**src/rtl/hazard_forward_unit.sv**
```systemverilog
// EX-stage operand forwarding, load-use/RAW interlock, branch flush and
// multi-cycle-op stall sequencer, with saturating stall/flush event counters.
module hazard_forward_unit #(
   parameter int unsigned REG_AW = 5,
   parameter int unsigned FWD_EN = 1,
   parameter int unsigned MC_LAT = 4,
   parameter int unsigned CNT_W  = 16
) (
   input  logic              clk,
   input  logic              rst,
   input  logic [REG_AW-1:0] rs1_id,
   input  logic [REG_AW-1:0] rs2_id,
   input  logic [REG_AW-1:0] rs1_ex,
   input  logic [REG_AW-1:0] rs2_ex,
   input  logic [REG_AW-1:0] rd_ex,
   input  logic [REG_AW-1:0] rd_mem,
   input  logic [REG_AW-1:0] rd_wb,
   input  logic              RUWrex,
   input  logic              RUWrme,
   input  logic              RUWrwb,
   input  logic              mem_rd_ex,
   input  logic              mc_start_ex,
   input  logic              branch_taken,
   output logic [1:0]        control1,
   output logic [1:0]        control2,
   output logic              stall_if,
   output logic              stall_id,
   output logic              stall_ex,
   output logic              flush_id,
   output logic              flush_ex,
   output logic              bubble_mem,
   output logic              mc_busy,
   output logic              mc_done,
   output logic [CNT_W-1:0]  stall_cnt,
   output logic [CNT_W-1:0]  flush_cnt
);

   localparam int unsigned MC_CNT_W = 8;
   localparam bit                  FWD      = (FWD_EN != 0);
   localparam bit                  MC_SHORT = (MC_LAT == 2);
   localparam logic [MC_CNT_W-1:0] MC_INIT  = MC_CNT_W'(MC_LAT - 2);
   localparam logic [1:0]          SEL_RF   = 2'b00;
   localparam logic [1:0]          SEL_MEM  = 2'b01;
   localparam logic [1:0]          SEL_WB   = 2'b10;

   typedef enum logic [1:0] {
      MC_IDLE = 2'd0,
      MC_BUSY = 2'd1,
      MC_DONE = 2'd2
   } mc_state_e;

   mc_state_e           state;
   mc_state_e           state_nxt;
   logic [MC_CNT_W-1:0] cnt;
   logic [MC_CNT_W-1:0] cnt_nxt;

   logic wr_ex_ok;
   logic wr_mem_ok;
   logic wr_wb_ok;
   logic load_use;
   logic raw_hit;
   logic id_hazard;
   logic mc_stall;

   // Writers that can actually produce a hazard (x0 is never a source).
   always_comb begin
      wr_ex_ok  = RUWrex && (rd_ex  != '0);
      wr_mem_ok = RUWrme && (rd_mem != '0);
      wr_wb_ok  = RUWrwb && (rd_wb  != '0);
   end

   // ID-stage hazard detection: load-use with forwarding, full RAW without.
   always_comb begin
      load_use = mem_rd_ex && wr_ex_ok && ((rd_ex == rs1_id) || (rd_ex == rs2_id));
      raw_hit  = (wr_ex_ok  && ((rd_ex  == rs1_id) || (rd_ex  == rs2_id))) ||
                 (wr_mem_ok && ((rd_mem == rs1_id) || (rd_mem == rs2_id))) ||
                 (wr_wb_ok  && ((rd_wb  == rs1_id) || (rd_wb  == rs2_id)));
      id_hazard = FWD ? load_use : raw_hit;
   end

   // EX operand selects; MEM result is newer than WB so it takes precedence.
   always_comb begin
      control1 = SEL_RF;
      control2 = SEL_RF;
      if (!rst && FWD) begin
         if (wr_mem_ok && (rs1_ex == rd_mem))     control1 = SEL_MEM;
         else if (wr_wb_ok && (rs1_ex == rd_wb))  control1 = SEL_WB;
         if (wr_mem_ok && (rs2_ex == rd_mem))     control2 = SEL_MEM;
         else if (wr_wb_ok && (rs2_ex == rd_wb))  control2 = SEL_WB;
      end
   end

   // Multi-cycle sequencer state register.
   always_ff @(posedge clk) begin
      if (rst) begin
         state <= MC_IDLE;
         cnt   <= '0;
      end else begin
         state <= state_nxt;
         cnt   <= cnt_nxt;
      end
   end

   // Sequencer next state plus pipeline control, priority mc > branch > hazard.
   always_comb begin
      state_nxt  = state;
      cnt_nxt    = cnt;
      mc_stall   = 1'b0;
      mc_done    = 1'b0;
      stall_if   = 1'b0;
      stall_id   = 1'b0;
      stall_ex   = 1'b0;
      flush_id   = 1'b0;
      flush_ex   = 1'b0;
      bubble_mem = 1'b0;
      mc_busy    = (state != MC_IDLE);

      unique case (state)
         MC_IDLE: begin
            if (mc_start_ex) begin
               mc_stall = 1'b1;
               if (MC_SHORT) begin
                  state_nxt = MC_DONE;
               end else begin
                  cnt_nxt   = MC_INIT;
                  state_nxt = MC_BUSY;
               end
            end
         end
         MC_BUSY: begin
            mc_stall = 1'b1;
            cnt_nxt  = cnt - MC_CNT_W'(1);
            if (cnt <= MC_CNT_W'(1)) state_nxt = MC_DONE;
         end
         MC_DONE: begin
            // The finishing op is still in EX, so its start flag is ignored here.
            mc_done   = 1'b1;
            state_nxt = MC_IDLE;
         end
         default: begin
            state_nxt = MC_IDLE;
         end
      endcase

      if (rst) begin
         mc_done = 1'b0;
      end else if (mc_stall) begin
         stall_if   = 1'b1;
         stall_id   = 1'b1;
         stall_ex   = 1'b1;
         bubble_mem = 1'b1;
      end else if (branch_taken) begin
         flush_id = 1'b1;
         flush_ex = 1'b1;
      end else if (id_hazard) begin
         stall_if = 1'b1;
         stall_id = 1'b1;
         flush_ex = 1'b1;
      end
   end

   // Saturating performance counters.
   always_ff @(posedge clk) begin
      if (rst) begin
         stall_cnt <= '0;
         flush_cnt <= '0;
      end else begin
         if (stall_if && (stall_cnt != '1)) stall_cnt <= stall_cnt + CNT_W'(1);
         if (flush_id && (flush_cnt != '1)) flush_cnt <= flush_cnt + CNT_W'(1);
      end
   end

endmodule

```
**config.mk**
```make
export PLATFORM = sky130hd
export DESIGN_NAME = hazard_forward_unit
export DESIGN_NICKNAME = d
export VERILOG_FILES = /design/src/rtl/hazard_forward_unit.sv
export SDC_FILE = /design/constraint.sdc
export NUM_CORES = 1
export LEC_CHECK = 0
export CAP_MARGIN = 20
export CORE_ASPECT_RATIO = 0.6
export CORE_UTILIZATION = 48
export DETAILED_ROUTE_END_ITERATION = 7
export PLACE_DENSITY = 0.86
export SLEW_MARGIN = 20
export SYNTH_ARGS = -nofsm -noshare
export SYNTH_HDL_FRONTEND = slang
export SYNTH_SLANG_ARGS = --single-unit
```
**constraint.sdc**
```tcl
create_clock -name clk -period 4.5 [get_ports clk]
set_clock_uncertainty 0.2 [all_clocks]
set_input_delay 0.45 -clock clk [delete_from_list [all_inputs] [get_ports clk]]
set_output_delay 0.45 -clock clk [all_outputs]
set_load 0.01 [all_outputs]
```
## Word level (Yosys, flattened, before mapping)

Cells that the tools add are included.

| cells by class | value |
|---|---|
| $add $sub $neg | 3 |
| order comparisons | 1 |
| eq/ne operators | 12 |
| reductions and logical operators | 20 |
| muxes and demuxes | 27 |

Operators with widths:

| kind | number |
|---|---|
| 16-bit by 1-bit adder with 16-bit output (second input constant) | 2 |
| 16-bit inequality test (second input constant) | 2 |
| 5-bit == test | 6 |
| 2-bit two-way mux | 8 |
| 8-bit one-hot mux with 2 select lines | 1 |
| 1-bit two-way mux | 15 |
| 5-bit nonzero test | 3 |
| 1-bit logical AND | 11 |
| 8-bit by 1-bit less-or-equal comparator with 1-bit output (second input constant) | 1 |
| 8-bit two-way mux | 1 |
| 8-bit by 1-bit subtractor with 8-bit output (second input constant) | 1 |
| 2-bit inequality test (second input constant) | 2 |
| 2-bit one-hot mux with 2 select lines | 1 |
| 2-bit AND reduction | 2 |
| 2-bit nonzero test | 2 |
| 2-bit by 1-bit == test with 1-bit output (second input constant) | 1 |
| 2-bit == test (second input constant) | 1 |
| 2-bit logical NOT | 1 |
| 1-bit one-hot mux with 2 select lines | 1 |
| 1-bit logical OR | 1 |

| storage, ports and cells | value |
|---|---|
| input bits | 43 |
| output and inout port bits | 44 |
| word-level logic and storage cells | 67 |
| flip-flop bits (word level) | 42 |

## Longest topological paths before layout

Gate-level depths: netlist of run 1.

| depth | value |
|---|---|
| word-level depth | 9 |
| depth in mapped cells | 8 |
| mapped depth without buffers | 7 |

## Least setup slack after synthesis of run 1

OpenSTA, ideal clock, no wires.

| path | value |
|---|---|
| kind | input to output |
| from | in rd_mem[1] |
| to | out control1[1] |
| stages on the path | 4 |
| data required time | 3850 ps |
| arrival | 1673 ps |
| path buffers | 0 |
| path slack | 2177 ps |
| path through | or4_1 > o21ai_0 > nor3_1 > nor3_1 |

| between the ends | value |
|---|---|
| word-level cells in the longest chain between the ends | 5 |
| elaborated cells on any way between the ends | 6 |
| those cells by class | 1 x eq/ne; 2 x mux; 3 x reduce/logical |

RTL lines:

| what | line | RTL |
|---|---|---|
| start, declared | 16 | `input logic [REG_AW-1:0] rd_mem,` |
| 5-bit nonzero test | 68 | `wr_mem_ok = RUWrme && (rd_mem != '0);` |
| 1-bit logical AND | 68 |  |
| 1-bit logical AND * | 86 | `if (wr_mem_ok && (rs1_ex == rd_mem)) control1 = SEL_MEM;` |
| 2-bit two-way mux * | 86 |  |
| 2-bit two-way mux * | 85 | `if (!rst && FWD) begin` |
| end, declared | 24 | `output logic [1:0] control1,` |

Every way passes the cells marked *; elsewhere a longest branch is shown, timed or not.

## Final worst setup path of run 1

Ends and elaborated chain as after synthesis.

==> results of run 1 <==
[power by group through the flow]
stage | sequential [mW] | combinational, mW | clock, mW
2_1_floorplan | 0.412 | 0.116 | 0
3_3_place_gp | 0.414 | 0.197 | 0
3_5_place_dp | 0.415 | 0.204 | 0
4_1_cts | 0.406 | 0.205 | 0.261
5_1_grt | 0.410 | 0.224 | 0.280
6_report | 0.407 | 0.205 | 0.256
[routing by layer]
metal | vias to the layer above | part of all wire (%)
met2 | 73 | 45
li1 | 1190 | -
met1 | 1135 | 49
met5 | - | 0
met4 | 0 | 0.82
met3 | 7 | 5.5
[critical path, cell delays in order]
cell,delay (ps)
clkdlybuf4s50_1,470
or4_1,530
o21ai_0,420
nor3_1,120
nor3_1,210
clkdlybuf4s50_1,570
[metrics by stage]
stage	worst slack (ps)	instance area [um2]	utilization, %	instances	hold slack [ps]
global route	896	3400	72.5	439	336
CTS	1080	3400	72.5	439	304
detailed placement	1080	3300	70.5	431	292
finish	1070	3400	72.5	439	302
floorplan	2180	2400	-	290	279
global placement	1190	3300	70.5	431	281
[flip-flops by register name, summed over array words and instances, names as in the netlist]
name	flops
stall_cnt	16
state	2
flush_cnt	16
cnt	8
[final timing paths]
kind                 from             to  slack [ps]  cells past startpoint
max             rd_mem[1]    control1[1]        1070                      6
min reg2reg  stall_cnt[6]   stall_cnt[6]         300                      2
max reg2reg      state[1]  stall_cnt[15]        2000                      6
min          stall_cnt[6]   stall_cnt[6]         300                      2
[cell type report]
class | instances | area share [%]
Inverter | 7 | 0.773
Multi-Input combinational cell | 232 | 43.8
Sequential cell | 42 | 24.8
Clock buffer | 6 | 2.43
Clock inverter | 2 | 0.368
Tap cell | 63 | 2.32
Timing Repair Buffer | 87 | 25.6
[cell usage in the layout, fill, tap and decap left out, types with 8 or more instances in the layout]
cell type / count
nor2_1: 42
nor3_1: 11
nand3_1: 23
nand2_1: 18
a21oi_1: 9
clkdlybuf4s50_1: 86
xnor2_1: 28
xor2_1: 24
dfxtp_1: 42
nand4_1: 8
[cell families (layout without fill, tap and decap cells)]
logic type / Yosys count / after routing / share of synthesized area [%]
mux: 5 / 5 / 2.30
compound gates: 31 / 31 / 8.50
fa+ha+maj: 4 / 4 / 2.09
flops: 42 / 42 / 35.1
buf+inv: 16 / 102 / 2.92
simple gates: 140 / 140 / 30.2
xor+xnor: 52 / 52 / 19.0
==> impl_metrics.toml, run 1 <==
[finish]
insertedDiodeCount = 0
nets = 422
n_fill_cell = 364
synthToLayoutAreaGrowth_pct = 41.6
register_area_um2 = 841
drive_above_1_share_pct = 5.32
multi_input_area_um2 = 1490

[power]
finalPower_mw = 0.867
seq_power_share_pct = 46.9
power.switching_mw = 0.244
netSwitchingFraction_pct = 28.1
peakVddDrop_mv = 0.166
power_leakage_nw = 1.19
pwr_density_cell_nw_per_um2 = 255
internal_power_mw = 0.624
pwr-share-comb_pct = 23.6
clkPwrFrac_pct = 29.5

[worst_setup_path]
crit_arrival_ps = 2780
worstSetupPathType = "input pin to primary output"
required_ps = 3850
start_kind = "input pin"
crit_path_max_fanout = 4
crit_path_end_kind = "primary output"

[global_routing]
use_met3_pct = 5.96
grt_busiest_layer = "met2"
antenna_found_initial = 0
use_met2_pct = 40.5
grt.overflow.total = 0
grt_usage_pct = 25.6
met1_usage_pct = 35.0
grt_pass1_vias = 2302
grt_max_degree = 38
grt_pass1_wl_mm = 10.7

[cts]
post_cts_buffers = 0
root_buffer = "clkbuf_8"
cts_buffers = 5
cts_resized = 0
cts_tree = "yes"
clk_transition_reported_paths_ps = 80
clockBufferDepth = 2
insertion_delay_ps = 300
htree_num_levels = 2
cts_hold_buf = 0
clock-sinks = 42

[drt]
drt_iter0_markers = 118
remaining_drc_errors = 0
vias_per_cell = 5.48
detail_route.wl_per_cell_um = 14.6
wl_mm = 6.43
drt_pass1_iterations = 5
num_vias = 2405
antenna_left = 0

[worst_hold_path]
holdCritPathClass = "flop to flop"

[floorplan]
chipHeight_um = 56.8
start_util_pct = 51.2
die_area_um2 = 5290
dieWidth_um = 93.3
fp.coreArea_um2 = 4680
rows = 19
ioPinCount = 87

[placed_design]
routabilityCongestion = 0.936
port_buffers = 86
place_hpwl_mm = 4.97

[timing]
tns_ps = 0
setup_violations = 0
max_freq_mhz = 292
maxSlewHeadroom_pct = 50.0
finalCritPeriodShare_pct = 76.1
worst_slew_pin_slew_ps = 739
rsz0062_at_grt = "no"
hold_viol = 0
final_max_slew_viol_count = 0
timing.final.crit_period_ps = 3430

[logic_synthesis]
ys_ff_latch = 42
synth_top_area_cell = "dfxtp_1"
yosysSeqAreaShare_pct = 35.1
syn-num-nets = 337
syn_inst = 290
netlist-cell-type-count = 45
ys_async_sr_fraction_pct = 0
synthTopCellsByArea = "dfxtp_1 (35%), xnor2_1 (10%), xor2_1 (8.8%)"
synthTopCellsByCount = "dfxtp_1 (42), nor2_1 (42), xnor2_1 (28)"
synth_edf_count = 0
post_synth.cell_area_avg_um2 = 8.27
synth_top_area_share_pct = 35.1
ys.flop_type = "dfxtp_1"
yosys_warnings = 0
syn-cell-area_um2 = 2400

[outcome]
status = "finished, final reports clean"

[run]
drv_cap = 0
No activity file was read; power rests on OpenSTA's default activity.
==> inputs of run 2 (changes only) <==
--- a/config.mk
+++ b/config.mk
@@ -7,9 +7,9 @@
 export LEC_CHECK = 0
 export CAP_MARGIN = 20
 export CORE_ASPECT_RATIO = 0.6
-export CORE_UTILIZATION = 48
+export CORE_UTILIZATION = 45
 export DETAILED_ROUTE_END_ITERATION = 7
-export PLACE_DENSITY = 0.86
+export PLACE_DENSITY = 0.82
 export SLEW_MARGIN = 20
 export SYNTH_ARGS = -nofsm -noshare
 export SYNTH_HDL_FRONTEND = slang
==> constraint.sdc (replaced) <==
create_clock -name clk -period 3.6 [get_ports clk]
set_clock_uncertainty 0.2 [all_clocks]
set_input_delay 0.36 -clock clk [delete_from_list [all_inputs] [get_ports clk]]
set_output_delay 0.36 -clock clk [all_outputs]
set_load 0.01 [all_outputs]
==> impl_metrics.toml, run 2 (synthesized netlist as in run 1, its figures left out) <==
[timing]
hold_viol = 0
finalCritPeriodShare_pct = 88.2
tns_ps = 0
maxSlewHeadroom_pct = 53.3
timing.final.crit_period_ps = 3180
max_freq_mhz = 315
worst_slew_pin_slew_ps = 691
final_max_slew_viol_count = 0
rsz0062_at_grt = "no"
setup_violations = 0

[placed_design]
routabilityCongestion = 0.906
place_hpwl_mm = 4.71
port_buffers = 86

[cts]
cts_hold_buf = 0
post_cts_buffers = 0
cts_buffers = 5
root_buffer = "clkbuf_8"
htree_num_levels = 2
cts_resized = 0
insertion_delay_ps = 300
clock-sinks = 42
cts_tree = "yes"
clk_transition_reported_paths_ps = 70
clockBufferDepth = 2

[outcome]
violations = "DRC"
status = "finished with violations"

[floorplan]
ioPinCount = 87
rows = 20
die_area_um2 = 5640
dieWidth_um = 96.3
chipHeight_um = 58.6
fp.coreArea_um2 = 5100
start_util_pct = 47.0

[drt]
detail_route.wl_per_cell_um = 14.0
antenna_left = 0
remaining_drc_errors = 1
vias_per_cell = 5.33
num_vias = 2350
drt_iter0_markers = 145
drt_pass1_iterations = 8
wl_mm = 6.18

[worst_setup_path]
worstSetupPathType = "input pin to primary output"
crit_arrival_ps = 2620
crit_path_end_kind = "primary output"
start_kind = "input pin"
crit_path_max_fanout = 4
required_ps = 3040

[run]
drv_cap = 0

[finish]
insertedDiodeCount = 0
reg_top3 = "flush_cnt x16, stall_cnt x16, cnt x8"
final_common_cell = "clkdlybuf4s50_1"
nets = 422
synthToLayoutAreaGrowth_pct = 42.5
fin_util_pct = 67.0
drive_above_1_share_pct = 5.07
layout_common_cells = "clkdlybuf4s50_1 (86), nor2_1 (42), dfxtp_1 (42)"

[global_routing]
grt_max_degree = 45
grt_busiest_layer = "met2"
grt.overflow.total = 0
grt_pass1_wl_mm = 10.2
grt_pass1_vias = 2187
met1_usage_pct = 33.7
use_met3_pct = 4.91
grt_usage_pct = 23.6
use_met2_pct = 36.3
antenna_found_initial = 0

[worst_hold_path]
holdCritPathClass = "flop to flop"

[power]
power_leakage_nw = 1.20
pwr_density_cell_nw_per_um2 = 335
peakVddDrop_mv = 0.209
-- run 2: cell count changes in the layout (fill, tap and decap cells not counted), sizes merged --
| cell | change |
|---|---|
| bufinv | +1 |
| clkinv | -1 |
| clkinvlp | -1 |
-- run 2: worst paths after layout --
path	slack, ps	end	from	depth (start not counted)
worst min-delay path	320	stall_cnt[15]	stall_cnt[15]	2
worst max register to register	1130	stall_cnt[11]	state[1]	6
worst max-delay path	420	control1[1]	rd_mem[1]	6
worst min register to register	320	stall_cnt[15]	stall_cnt[15]	2
-- run 2: area by class of cell --
type | instances | area (um2)
sequential | 42 | 841
fill | 430 | 1690
multi-input combinational | 232 | 1490
clock buffer | 6 | 82.6
tap | 66 | 82.6
timing repair buffer | 87 | 868
inverter | 7 | 26.3
clock inverter | 1 | 30.0
-- run 2: per-stage QoR --
stage	setup slack [ps]	power [mW]	hold WS [ps]	std cells	area [um2]
floorplan	1460	0.660	279	290	2400
global placement	535	0.765	277	434	3310
detailed placement	440	0.771	303	434	3310
CTS	449	1.15	317	441	3420
global route	258	1.20	343	441	3420
finish	424	1.15	317	441	3420
-- run 2: worst max-delay path: stages --
cell	delay (ps)
clkdlybuf4s50_1	470
or4_1	530
o21ai_0	370
nor3_1	120
nor3_1	200
clkdlybuf4s50_1	560
-- run 2: power breakdown --
group	total [mW]	switching, mW	internal, mW
sequential	0.509	0.0233	0.485
clock	0.383	0.161	0.222
combinational	0.254	0.114	0.140
-- run 2: per-layer routing --
layer  up-vias  part of all wire (%)  wire (um)
met4         0                  0.92         57
met5         -                     0          0
met1      1078                    51       3180
li1       1199                     -          -
met3         7                   5.1        313
met2        66                    43       2630
==> inputs of run 3 (changes only) <==
--- a/config.mk
+++ b/config.mk
@@ -8,6 +8,7 @@
 export CAP_MARGIN = 20
 export CORE_ASPECT_RATIO = 0.6
 export CORE_UTILIZATION = 45
+export CTS_CLUSTER_DIAMETER = 80
 export DETAILED_ROUTE_END_ITERATION = 7
 export PLACE_DENSITY = 0.82
 export SLEW_MARGIN = 20
==> results of run 3 <==
Same layout as run 2: the final DEF is identical, and so are final timing and power.
